`src/rtl/arbitration_sub_module.sv`:
```
// Per-core bus isolation: gates data/instruction bus signals on arbiter grant, raises one request per bus.
// Zero-latency combinational forwarding; requests are held until transfer completion or grant loss.
module arbitration_sub_module #(
    parameter int DATA_W = 32,
    parameter int ADDR_W = 30,
    parameter int WE_W   = 4
) (
    input  logic              clk,
    input  logic              rst_n,
    // data channel
    input  logic [DATA_W-1:0] Bus_DataMem_In,
    input  logic              Bus_DataMem_Ready,
    input  logic              P_DataMem_Read,
    input  logic [WE_W-1:0]   P_DataMem_Write,
    input  logic [ADDR_W-1:0] P_DataMem_Address,
    input  logic [DATA_W-1:0] P_DataMem_Out,
    output logic [DATA_W-1:0] P_DataMem_In,
    output logic              P_DataMem_Ready,
    output logic              Bus_DataMem_Read,
    output logic [WE_W-1:0]   Bus_DataMem_Write,
    output logic [ADDR_W-1:0] Bus_DataMem_Address,
    output logic [DATA_W-1:0] Bus_DataMem_Out,
    output logic              D_Bus_RQ,
    input  logic              D_Bus_GRANT,
    // instruction channel
    input  logic              Bus_InstMem_Ready,
    input  logic [DATA_W-1:0] Bus_InstMem_In,
    input  logic [ADDR_W-1:0] P_InstMem_Address,
    input  logic              P_InstMem_Read,
    output logic              P_InstMem_Ready,
    output logic [DATA_W-1:0] P_InstMem_In,
    output logic [ADDR_W-1:0] Bus_InstMem_Address,
    output logic              Bus_InstMem_Read,
    output logic              I_Bus_RQ,
    input  logic              I_Bus_GRANT
);

    typedef enum logic {
        IDLE   = 1'b0,
        ACTIVE = 1'b1
    } chan_state_t;

    chan_state_t d_state;
    chan_state_t i_state;
    logic        d_req;
    logic        i_req;

    assign d_req = P_DataMem_Read | (|P_DataMem_Write);
    assign i_req = P_InstMem_Read;

    // ACTIVE ends on completion or on grant loss; a revoked transfer is dropped, not retried.
    always_ff @(posedge clk or negedge rst_n) begin
        if (!rst_n) begin
            d_state <= IDLE;
        end else begin
            case (d_state)
                IDLE:    if (d_req && D_Bus_GRANT) d_state <= ACTIVE;
                ACTIVE:  if (!D_Bus_GRANT || Bus_DataMem_Ready) d_state <= IDLE;
                default: d_state <= IDLE;
            endcase
        end
    end

    always_ff @(posedge clk or negedge rst_n) begin
        if (!rst_n) begin
            i_state <= IDLE;
        end else begin
            case (i_state)
                IDLE:    if (i_req && I_Bus_GRANT) i_state <= ACTIVE;
                ACTIVE:  if (!I_Bus_GRANT || Bus_InstMem_Ready) i_state <= IDLE;
                default: i_state <= IDLE;
            endcase
        end
    end

    // In IDLE the request tracks the strobe so a new access is visible the same cycle.
    assign D_Bus_RQ = (d_state == ACTIVE) | d_req;
    assign I_Bus_RQ = (i_state == ACTIVE) | i_req;

    assign Bus_DataMem_Read    = D_Bus_GRANT & P_DataMem_Read;
    assign Bus_DataMem_Write   = D_Bus_GRANT ? P_DataMem_Write   : '0;
    assign Bus_DataMem_Address = D_Bus_GRANT ? P_DataMem_Address : '0;
    assign Bus_DataMem_Out     = D_Bus_GRANT ? P_DataMem_Out     : '0;
    assign P_DataMem_In        = D_Bus_GRANT ? Bus_DataMem_In    : '0;
    assign P_DataMem_Ready     = D_Bus_GRANT & Bus_DataMem_Ready;

    assign Bus_InstMem_Read    = I_Bus_GRANT & P_InstMem_Read;
    assign Bus_InstMem_Address = I_Bus_GRANT ? P_InstMem_Address : '0;
    assign P_InstMem_In        = I_Bus_GRANT ? Bus_InstMem_In    : '0;
    assign P_InstMem_Ready     = I_Bus_GRANT & Bus_InstMem_Ready;

endmodule

```
`config.mk`:
```
export PLATFORM = sky130hd
export DESIGN_NAME = arbitration_sub_module
export DESIGN_NICKNAME = d
export VERILOG_FILES = /design/src/rtl/arbitration_sub_module.sv
export SDC_FILE = /design/constraint.sdc
export NUM_CORES = 1
export LEC_CHECK = 0
export ABC_CLOCK_PERIOD_IN_PS = 1200
export BUFFER_PORTS_ARGS = -buffer_cell sky130_fd_sc_hd__buf_2
export CAP_MARGIN = 20
export CORE_AREA = 2 2 128 130
export CTS_CLUSTER_DIAMETER = 150
export DETAILED_ROUTE_END_ITERATION = 16
export DIE_AREA = 0 0 130 132
export PLACE_DENSITY = 0.42
export SLEW_MARGIN = 15
export SYNTH_ARGS = -nofsm -noshare
export SYNTH_HDL_FRONTEND = slang
export SYNTH_SLANG_ARGS = --single-unit
```
`constraint.sdc`:
```
create_clock -name clk -period 1.2 [get_ports clk]
set_clock_uncertainty 0.05 [all_clocks]
set_input_delay 0.06 -clock clk [delete_from_list [all_inputs] [get_ports clk]]
set_output_delay 0.06 -clock clk [all_outputs]
set_load 0.05 [all_outputs]
```
==> Yosys cells after proc, flatten, opt, wreduce, memory -nomap -nowiden <==
Index checks and enable logic that the tools add are counted.
{ "totals": {"mem_bits_rw": 0, "input_bits": 168, "romBits": 0, "ff_bits": 2, "latch_bits": 0, "memories": 0} }
{ "op_classes": {"n_div": 0, "n_mul": 0, "eq_ne": 0, "shift": 0, "magnitude_cmp": 0, "addsub": 0, "bitwise_logic": 9, "muxes": 12, "reduce_logical": 7} }
{ "op_table": {"columns": ["cell", "n"], "rows": [
  ["32-bit 2-to-1 mux", 3],
  ["30-bit 2-to-1 mux", 2],
  ["1-bit AND", 4],
  ["1-bit 2-to-1 mux", 4],
  ["4-bit 2-to-1 mux", 1],
  ["1-bit one-hot mux with 2 select lines", 2],
  ["4-bit OR reduction", 1],
  ["1-bit OR", 3],
  ["1-bit logical AND", 2],
  ["1-bit zero test", 2],
  ["1-bit logical OR", 2],
  ["1-bit inverter", 2]
]} }

==> Logic depth before layout (Yosys ltp) <==
{ "depth": {"word_depth": 5, "ltp_mapped": 3} }

==> Worst setup path after synthesis <==
No wires, ideal clock.
{ "synth_timing": {"kind": "reg-to-reg", "from": "reg i_state", "to": "reg i_state", "path_stages_with_launch": 3, "arrival_ps": 992, "synth_period_minus_slack_ps": 1162, "required_time_ps": 1030, "setup_slack_ps": 38, "cell_sequence": "dfrtp_1 or2_1 and3_1"} }
{ "synth_between": {"elab_chain_cells": 2} }
{ "synth_rtl": {"columns": ["item", "line_no", "text"], "rows": [
  ["start, declared", "44", "chan_state_t i_state;"],
  ["start signal, assigned", "66", "i_state <= IDLE;"],
  ["start signal, assigned", "69", "IDLE: if (i_req && I_Bus_GRANT) i_state <= ACTIVE;"],
  ["start signal, assigned", "70", "ACTIVE: if (!I_Bus_GRANT || Bus_InstMem_Ready) i_state <= IDLE;"],
  ["1-bit inverter", null, null],
  ["1-bit one-hot mux with 2 select lines *", "68", "case (i_state)"]
]} }
Mark *: on every way between the ends. The rest lies on a longest branch, timed or not.

==> Final worst setup path <==
{ "layout_timing": {"from": "reg d_state", "to": "out D_Bus_RQ"} }
{ "layout_between": {"elab_chain_cells": 1} }
{ "layout_rtl": {"columns": ["item", "line_no", "text"], "rows": [
  ["start, declared", "43", "chan_state_t d_state;"],
  ["start signal, assigned", "54", "d_state <= IDLE;"],
  ["start signal, assigned", "57", "IDLE: if (d_req && D_Bus_GRANT) d_state <= ACTIVE;"],
  ["start signal, assigned", "58", "ACTIVE: if (!D_Bus_GRANT || Bus_DataMem_Ready) d_state <= IDLE;"],
  ["1-bit OR", "77", "assign D_Bus_RQ = (d_state == ACTIVE) | d_req;"],
  ["end, declared", "23", "output logic D_Bus_RQ,"]
]} }
Every way passes these cells.

==> summary.md <==
| Metric | Value |
|---|---|
| Outcome | complete, but fails checks |
| Failing checks | setup timing |
| WS Path Type | flip-flop to primary output |
| Placed insts | between 700 and 800 |
| CP bufs+invs | 1 |
| Layout Area Growth over Synthesis | 163% |
| Initial antenna violation count | 0 |
| Count of pins over their slew limit | 0 |
| Post-synth net total | 360 |
| Total track usage | 0.0992 |
| Hold path endpoint | d_state |
| Clk root buf | clkbuf_16 |
| Core area | between 15000 and 20000 sq um |
| VDD IR max | roughly 0.00033 V |
| Area leader, netlist | and2_1 |
| Worst Setup Start Kind | flip-flop |
| Pre-Repair DR Iteration Count | 4 |
| Non-Filler Instances | 731 |
| PwrDens | 747 nW/um^2 |
| CP peak stage delay | 0.41 ns |
| Period utilization | 1.01 |
| Std-Cell Rows | 46 |
| Most used DFF post-synth | dfrtp_1 |
| Remaining antenna violation count | 0 |
| Post-Route WL | ~9.6 mm |
| Largest net degree at the start of global routing | 60 |
| Post-CTS setup buffers | 0 |
| Worst Tran Pin Value | 0.265 ns |
| Routability Congestion | 0.813 |
| Leakage | around 2.1 nW |
| DRC errors left | 0 |
| Number of global-route vias before repair | approximately 2400 |
| Fill cells | 1793 |
| Count leader, synth | and2_1 |
| Initial DRC Count | between 50 and 60 |
| Slew HR | 0.822 |
| Hold_sp | Bus_DataMem_Ready |
| Worst skew pair latency | 0.22 ns |
| IO Pins | 334 |
| Fin crit period | 1.22 ns |
| DIE WIDTH | 130 um |
| Register area share after synthesis | 0.0377 |
| CP max-delay cell | dfrtp_1 |
| RSZ-0062 raised after global routing | true |
| PortBufs | 333 |
| Mapped Cells | approximately 190 |
| Final setup vio count | 1 |
| Die Area | 17200 sq um |
| CTS tree | yes |
| Number of enable flip-flop cells after synthesis | 0 |
| Vias per cell | 3.36 |
| Clk sink count | 2 |
| Hold depth | 2 |
| Layout Nets | 685 |
| Post-layout power | 2.61 mW |
| DP HPWL | 8.68 mm |
| Syn Area/Cell | 6.91 sq um |
| Final Hold Fails | 0 |
| Worst Setup End Kind | primary output |
| Worst Path Arrival | 1.11 ns |
| R2R setup slack | 0.27 ns |
| Reg2reg end | i_state |
| R2r startpoint | i_state |
| Antenna Cells | 0 |
| Initial core utilization | 0.0844 |
| Clk slew on worst S/H paths | 0.03 ns |
| Hold WC Path Type | input pin to flip-flop |
| Ys Warns | 0 |
| Synth top area share | 0.774 |
| Cts bufs inserted | 3 |
| Crit path max fanout | 2 |
| Total gr overflow | 0 |
| Ys async rst share | 1.00 |
| Crit-path cells | nor4_4 -> nand2_2 -> buf_6 |
| Clock tree buffer depth | 2 |
| Fmax | 823 MHz |
| Worst Path Required | 1.09 ns |
| First-pass GRT wire length | approximately 13 mm |
| Synth Register Bits | 2 |
| Setup ws final | -0.0156 ns |
| Reg2Reg Depth | 2 |
| Cell variety after synth | 12 |
| Die H | 132 um |
| Post-synth top cells | and2_1 (164), buf_6 (15), buf_2 (2), dfrtp_1 (2), nand2_1 (2) |
| # Max-Cap Violations | 0 |
| Mean routed wirelength per cell | 13.2 um |
| Pre-CTS WS | 0.163 ns |
| Synth area leaders | and2_1 (77%), buf_6 (13%), dfrtp_1 (3.8%), nor4_4 (1.6%), a221oi_2 (1.1%) |
| Synth Cell Area | 1330 sq um |
| Layout cells sized above 1 | 0.666 |
| Via Count | 2457 |
| H-Tree Depth | 1 |
| Cell family with most CP delay | flip-flops |
-- flip-flops by register name (all words and copies together) (netlist names) --
register and cells:
i_state 1, d_state 1
-- per-layer routing --
metal  vias to the layer above  GRT usage  routed length, um
met5                         -          0                  0
met4                         0     0.0203                124
met3                         6     0.0394               1240
met2                       196      0.202               4980
met1                      1041     0.0894               3300
li1                       1214          -                  -
-- area by class of cell --
class / instances / area [sq um] / share of cell area
Tap cell: 216 / 270 / 0.0774
Inverter: 1 / 3.75 / 0.00108
Sequential cell: 2 / 50.0 / 0.0143
Timing Repair Buffer: 338 / 2000 / 0.574
Clock buffer: 3 / 75.1 / 0.0215
Multi-Input combinational cell: 171 / 1090 / 0.312
-- cell families (layout without fill, tap and decap cells) --
| logic type | Yosys count | after routing | synth area share |
|---|---|---|---|
| and+or+nand+nor | 170 | 170 | 0.808 |
| buffers and inverters | 19 | 342 | 0.143 |
| DFF | 2 | 2 | 0.0377 |
| AOI/OAI and AO/OA | 1 | 1 | 0.0113 |
-- what timing repair did --
item,CTS,global route
endpoints found under the setup margin,1,1
resized for setup,2,1
endpoints found under the hold margin,2,0
hold buffers,1,0
-- worst max-delay path by stage --
stage / from / to / slack (ns) / depth (start not counted)
after detailed placement: d_state / D_Bus_RQ / 0.16 / 3
after floorplan: i_state / i_state / 0.04 / 2
after CTS: d_state / D_Bus_RQ / -0.05 / 3
final: d_state / D_Bus_RQ / -0.02 / 3
after global placement: d_state / D_Bus_RQ / 0.16 / 3
after global routing: d_state / D_Bus_RQ / -0.08 / 3
-- cells in the final DEF, fill, tap and decap left out, types with 2 or more instances in the layout --
cell | Yosys | routed
dfrtp_1 | 2 | 2
buf_2 | 2 | 316
and2_1 | 164 | 164
buf_12 | 0 | 20
clkbuf_16 | 0 | 3
-- where the power goes --
| part | switching [mW] | internal (mW) |
|---|---|---|
| Sequential | 0.00468 | 0.0730 |
| Clock | 0.0751 | 0.424 |
| Combinational | 1.39 | 0.639 |
-- per-stage QoR --
stage / hold WS [ns] / area, sq um / setup TNS (ns) / util
final: 0.0117 / 3490 / -0.0156 / 0.222
after global routing: 0.0294 / 3490 / -0.0809 / 0.222
after floorplan: -0.286 / 1330 / 0 / -
after global placement: -0.192 / 3400 / 0 / 0.216
after CTS: 0.0235 / 3490 / -0.0463 / 0.222
after detailed placement: -0.193 / 3400 / 0 / 0.216
-- worst register-to-register path, stage by stage (launching register included) --
cell and delay, ns:
dfrtp_1 0.36, or2_1 0.23, and3_1 0.18
Note: power is estimated with default switching activity, not from simulation.
